==> config.mk <==
export PLATFORM = sky130hd
export DESIGN_NAME = vector_list_sequencer
export DESIGN_NICKNAME = d
export VERILOG_FILES = /design/src/rtl/vector_list_sequencer.sv
export SDC_FILE = /design/constraint.sdc
export NUM_CORES = 1
export LEC_CHECK = 0
export ABC_AREA = 1
export CAP_MARGIN = 20
export CORE_MARGIN = 3
export CORE_UTILIZATION = 53
export CTS_BUF_LIST = sky130_fd_sc_hd__clkbuf_8 sky130_fd_sc_hd__clkbuf_16
export CTS_CLUSTER_DIAMETER = 80
export CTS_CLUSTER_SIZE = 16
export DETAILED_ROUTE_END_ITERATION = 6
export MAX_ROUTING_LAYER = met4
export PLACE_DENSITY = 0.83
export SYNTH_ARGS = -nofsm -noshare
export SYNTH_HDL_FRONTEND = slang
export SYNTH_SLANG_ARGS = --single-unit
==> constraint.sdc <==
create_clock -name clk -period 2.5 [get_ports clk]
set_clock_uncertainty 0.05 [all_clocks]
set_input_delay 0.375 -clock clk [delete_from_list [all_inputs] [get_ports clk]]
set_output_delay 0.375 -clock clk [all_outputs]
set_load 0.01 [all_outputs]
==> src/rtl/vector_list_sequencer.sv <==
// Display-list sequencer: fetches entries from a synchronous RAM and issues
// paced jump/draw commands to the vector control block at a fixed frame rate.
module vector_list_sequencer #(
    parameter int AW            = 10,
    parameter int FRAME_CYCLES  = 833333,
    parameter int SETTLE_CYCLES = 64,
    parameter int GUARD_CYCLES  = 2,
    parameter int FW            = 20
) (
    input  logic          clk,
    input  logic          reset_n,
    input  logic          enable,
    output logic [AW-1:0] mem_addr,
    output logic          mem_rd,
    input  logic [25:0]   mem_rdata,
    output logic [11:0]   x,
    output logic [11:0]   y,
    output logic          jump,
    output logic          draw,
    input  logic          ready,
    output logic          busy,
    output logic          frame_start,
    output logic          overrun,
    output logic [15:0]   frame_count
);

    typedef enum logic [2:0] {
        S_IDLE,
        S_FETCH,
        S_DECODE,
        S_WAIT_RDY,
        S_ISSUE,
        S_GUARD,
        S_SETTLE,
        S_FRAME_WAIT
    } state_t;

    localparam logic [1:0] OP_JUMP = 2'b00;
    localparam logic [1:0] OP_DRAW = 2'b01;
    localparam logic [1:0] OP_END  = 2'b10;
    localparam logic [1:0] OP_NOP  = 2'b11;

    localparam int DWELL_MAX = (SETTLE_CYCLES > GUARD_CYCLES) ? SETTLE_CYCLES : GUARD_CYCLES;
    localparam int DW        = $clog2(DWELL_MAX + 1);

    localparam logic [AW-1:0] LAST_ADDR  = '1;
    localparam logic [FW-1:0] FRAME_LAST = FW'(FRAME_CYCLES - 1);
    localparam logic [DW-1:0] GUARD_LAST = DW'(GUARD_CYCLES - 1);
    localparam logic [DW-1:0] SETTLE_LAST = DW'(SETTLE_CYCLES - 1);

    state_t        state;
    logic          cmd_jump;
    logic [DW-1:0] dwell;
    logic [FW-1:0] timer;

    logic [1:0] entry_op;
    logic       frame_due;
    logic       frame_go;
    logic       frame_stop;
    logic       guard_done;
    logic       settle_done;
    logic       cmd_done;
    logic       in_list;

    assign entry_op    = mem_rdata[25:24];
    assign frame_due   = (timer == FRAME_LAST);
    assign guard_done  = (dwell == GUARD_LAST);
    assign settle_done = (dwell == SETTLE_LAST);
    assign in_list     = (state != S_IDLE) && (state != S_FRAME_WAIT);

    // A new frame begins from IDLE on enable, or once the frame period has elapsed.
    assign frame_go   = enable && ((state == S_IDLE) || ((state == S_FRAME_WAIT) && frame_due));
    assign frame_stop = !enable && (state == S_FRAME_WAIT) && frame_due;

    // Command boundary: a NOP decode, a DRAW after guard, or a JUMP after settle.
    assign cmd_done = ((state == S_DECODE) && (entry_op == OP_NOP))
                   || ((state == S_GUARD) && guard_done && !cmd_jump)
                   || ((state == S_SETTLE) && settle_done);

    assign busy = (state != S_IDLE);

    always_ff @(posedge clk or negedge reset_n) begin
        if (!reset_n) begin
            state       <= S_IDLE;
            cmd_jump    <= 1'b0;
            dwell       <= '0;
            timer       <= '0;
            mem_addr    <= '0;
            mem_rd      <= 1'b0;
            x           <= '0;
            y           <= '0;
            jump        <= 1'b0;
            draw        <= 1'b0;
            frame_start <= 1'b0;
            overrun     <= 1'b0;
            frame_count <= '0;
        end else begin
            // NOTE: non-blocking defaults here are overridden by later assignments in
            // this block, so every pulse output lasts exactly one cycle without extra logic.
            jump        <= 1'b0;
            draw        <= 1'b0;
            mem_rd      <= 1'b0;
            frame_start <= 1'b0;

            if ((state != S_IDLE) && !frame_due)
                timer <= timer + 1'b1;
            if (in_list && frame_due)
                overrun <= 1'b1;

            case (state)
                S_FETCH: state <= S_DECODE;
                S_DECODE: begin
                    case (entry_op)
                        OP_END: state <= S_FRAME_WAIT;
                        OP_JUMP, OP_DRAW: begin
                            x        <= mem_rdata[23:12];
                            y        <= mem_rdata[11:0];
                            cmd_jump <= (entry_op == OP_JUMP);
                            state    <= S_WAIT_RDY;
                        end
                        default: ;
                    endcase
                end
                S_WAIT_RDY: begin
                    if (ready) begin
                        jump  <= cmd_jump;
                        draw  <= !cmd_jump;
                        state <= S_ISSUE;
                    end
                end
                S_ISSUE: begin
                    dwell <= '0;
                    state <= S_GUARD;
                end
                S_GUARD: begin
                    // Ready is deliberately not looked at while guarding.
                    if (!guard_done) begin
                        dwell <= dwell + 1'b1;
                    end else if (cmd_jump) begin
                        dwell <= '0;
                        state <= S_SETTLE;
                    end
                end
                S_SETTLE: begin
                    if (!settle_done)
                        dwell <= dwell + 1'b1;
                end
                default: ;
            endcase

            if (cmd_done) begin
                if (!enable) begin
                    state <= S_IDLE;
                end else if (mem_addr == LAST_ADDR) begin
                    // The last list slot carries an implicit END; never wrap mid-frame.
                    state <= S_FRAME_WAIT;
                end else begin
                    mem_addr <= mem_addr + 1'b1;
                    mem_rd   <= 1'b1;
                    state    <= S_FETCH;
                end
            end

            if (frame_stop)
                state <= S_IDLE;

            if (frame_go) begin
                if (state == S_IDLE)
                    overrun <= 1'b0;
                timer       <= '0;
                mem_addr    <= '0;
                mem_rd      <= 1'b1;
                frame_start <= 1'b1;
                frame_count <= frame_count + 1'b1;
                state       <= S_FETCH;
            end
        end
    end

    a_pulse_exclusive : assert property (@(posedge clk) disable iff (!reset_n) !(jump && draw));
    a_read_in_fetch   : assert property (@(posedge clk) disable iff (!reset_n) mem_rd == (state == S_FETCH));
    a_pulse_in_issue  : assert property (@(posedge clk) disable iff (!reset_n) (jump || draw) == (state == S_ISSUE));

endmodule

==> out/qor.csv <==
metric,value,unit
outcome,completed,
vias_per_cell,5.48,
synth-seq-cells,86,
reg2reg_to,mem_addr[4],
finalCritPeriodShare,88.7,%
grt_pass1_vias,4265,
crit_fanout,28,
syn_nets,630,
numCtsBuffers,9,
n_antenna_cell,0,
dr.pass1.iters,5,
slew_headroom,60.1,%
core,0.00881,mm²
cap_violations,0,
dieArea,0.0104,mm²
worst_pin_slew,0.598,ns
die_h,102,µm
hold_class,flip-flop to flip-flop,
grt_pass1_wl,19400,µm
synthCells,594,
pin_count,86,
htree_levels,3,
power_switching,0.00225,W
wl_per_cell,15.0,µm
crit_required,2.71,ns
syn_area,0.00487,mm²
nNetsFinal,721,
via_count,4374,
cp-start-kind,flip-flop,
cp.arrival,2.42,ns
ant_nets,0,
grt_max_degree,44,
fmax,451,MHz
ys_seq_area_share,44.2,%
gr-total-overflow,0,
cts.reportedPaths.clkPinSlew,0.10,ns
synth_top_area_cell,dfrtp_1,
setup_viol,0,
syn_to_final_growth,24.6,%
wirelength,12000,µm
cts_root_buf,clkbuf_8,
num_rows,34,
cts.sinks,86,
leakagePower,2.80,nW
p_seq_share,38.1,%
io_buffer_count,85,
syn_area_per_cell,8.19,µm²
rsz0062_at_grt,no,
cts_resized,0,
dp_hpwl,8840,µm
start_util,55.3,%
synth_top_area_share,44.2,%
final_core_util,68.9,%
clkPwrFrac,20.7,%
grtUsageTotal,24.0,%
setup_tns,0,ns
cts_post_setup_buffers_inserted,0,
hold-path-endpoint,y[4],
finalHoldViolCount,0,
ys_top_cells_by_area,"dfrtp_1 (44%), nand2_1 (12%), mux2_2 (5.6%)",
r2r-start,timer[0],
swShare,38.2,%
die_w,102,µm
post-place-cells,781,
power_density,971,mW/mm²
timing.final.crit_period,2.22,ns
cts_tree,yes,
synth.distinct_cells,38,
intPower,0.00364,W
drive_above_1_share,11.4,%
final_cells,798,
peakVddDrop,0.510,mV
gp_congestion,0.963,
holdPathStages,1,
ff2ff_setup_slack,0.28,ns
drcViolationCount,0,
pwr-share-comb,41.3,%
finalMaxSlewViolations,0,
clock_latency,0.36,ns
drt-initial-drc-count,225,
ys_warn_count,0,
worst-r2r-cell-count,11,
crit_type,flip-flop to flip-flop,
endpoint_kind,flip-flop,
cts_max_path_buffers,2,
worstHoldStart,y[4],
antenna_found_initial,0,
[routing by layer]
layer / up-vias / global-route usage [%] / part of all wire (%)
met5: - / - / 0
met4: 0 / 7.57 / 1.2
met3: 12 / 3.14 / 6.7
met2: 175 / 39.2 / 48
met1: 2083 / 31.3 / 44
li1: 2104 / - / -
[cell type report]
cell class / instances / area, µm²
Fill cell: 678 / 2740
Multi-Input combinational cell: 433 / 2380
Sequential cell: 86 / 2150
Timing Repair Buffer: 92 / 903
Inverter: 63 / 240
Tap cell: 108 / 135
Clock inverter: 7 / 128
Clock buffer: 9 / 124
[logic make-up after synthesis]
logic type | Yosys count | synth area share (%)
and+or+nand+nor | 331 | 31.2
muxes | 25 | 5.76
DFF | 86 | 44.2
adders and majority gates | 6 | 1.54
xor gates and xnor gates | 33 | 5.94
buffers and inverters | 75 | 6.86
AOI/OAI and AO/OA | 38 | 4.50
[synth_stat cells (all sizes together)]
cell type / n
a2bb2oi: 1
o211ai: 1
o21ai: 25
clkinv: 3
o21bai: 1
dfrtp: 86
nand3b: 2
nor4: 1
inv: 60
a22oi: 1
nand3: 57
nor3: 21
nand4: 19
o22ai: 2
xor2: 28
nand2: 172
nor2: 59
xnor2: 5
mux2i: 1
a21oi: 6
ha: 6
mux2: 24
a31o: 1
buf: 12
[worst max-delay path, stage by stage, from the launching register on]
cell and delay [ns]:
dfrtp_1 0.45, inv_1 0.15, ha_1 0.20, nand3_1 0.10, nor2_2 0.20, nand3_4 0.13
nand2_4 0.20, nand2_4 0.25, nand2_4 0.18, inv_4 0.07, nand2_1 0.07, nand2_1 0.06
[worst max path at each step]
stage,from,endpoint,slack [ns],cells past startpoint
finish,timer[0],mem_addr[4],0.28,11
global route,timer[0],mem_addr[9],0.09,11
CTS,state[2],busy,0.30,3
detailed placement,timer[0],mem_addr[9],0.35,11
global placement,timer[0],mem_addr[4],0.43,11
floorplan,timer[0],frame_count[4],0.76,10
[sequential cells by signal (all words and copies together) (netlist names)]
signal	count
timer	20
overrun	1
mem_addr	10
frame_count	16
cmd_jump	1
jump	1
x	12
draw	1
frame_start	1
dwell	7
mem_rd	1
state	3
y	12
[metrics by stage]
stage | total power (W) | hold slack [ns] | cell area [µm²] | worst slack (ns)
6_report | 0.00589 | 0.459 | 6060 | 0.283
5_1_grt | 0.00629 | 0.470 | 6060 | 0.0895
4_1_cts | 0.00591 | 0.462 | 6060 | 0.297
3_5_place_dp | 0.00468 | 0.353 | 5800 | 0.354
3_3_place_gp | 0.00457 | 0.346 | 5800 | 0.434
2_1_floorplan | 0.00366 | 0.0294 | 4870 | 0.762
[placed cells by master (no fill, tap or decap), drive strengths merged, types with 5 or more instances in the layout]
cell / netlist / routed
inv: 60 / 63
nand2: 172 / 172
mux2: 24 / 24
dfrtp: 86 / 86
nor2: 59 / 59
nand3: 57 / 57
xor2: 28 / 28
clkbuf: 0 / 9
ha: 6 / 6
buf: 12 / 7
nor3: 21 / 21
xnor2: 5 / 5
clkdlybuf4s50: 0 / 84
nand4: 19 / 19
o21ai: 25 / 25
a21oi: 6 / 6
[power groups by stage]
| stage | Sequential, W | Clock [W] | Combinational (W) |
|---|---|---|---|
| after floorplan | 0.00231 | 0 | 0.00135 |
| after global placement | 0.00223 | 0 | 0.00234 |
| final | 0.00224 | 0.00122 | 0.00243 |
| after detailed placement | 0.00226 | 0 | 0.00243 |
| after global routing | 0.00230 | 0.00129 | 0.00270 |
| after CTS | 0.00223 | 0.00123 | 0.00244 |
[timing repair]
action | 4_1_cts | 5_1_grt
endpoints found under the setup margin | 0 | 0
hold buffers | 1 | 0
hold endpoints to repair | 39 | 0
(Power assumes the default switching activity.)
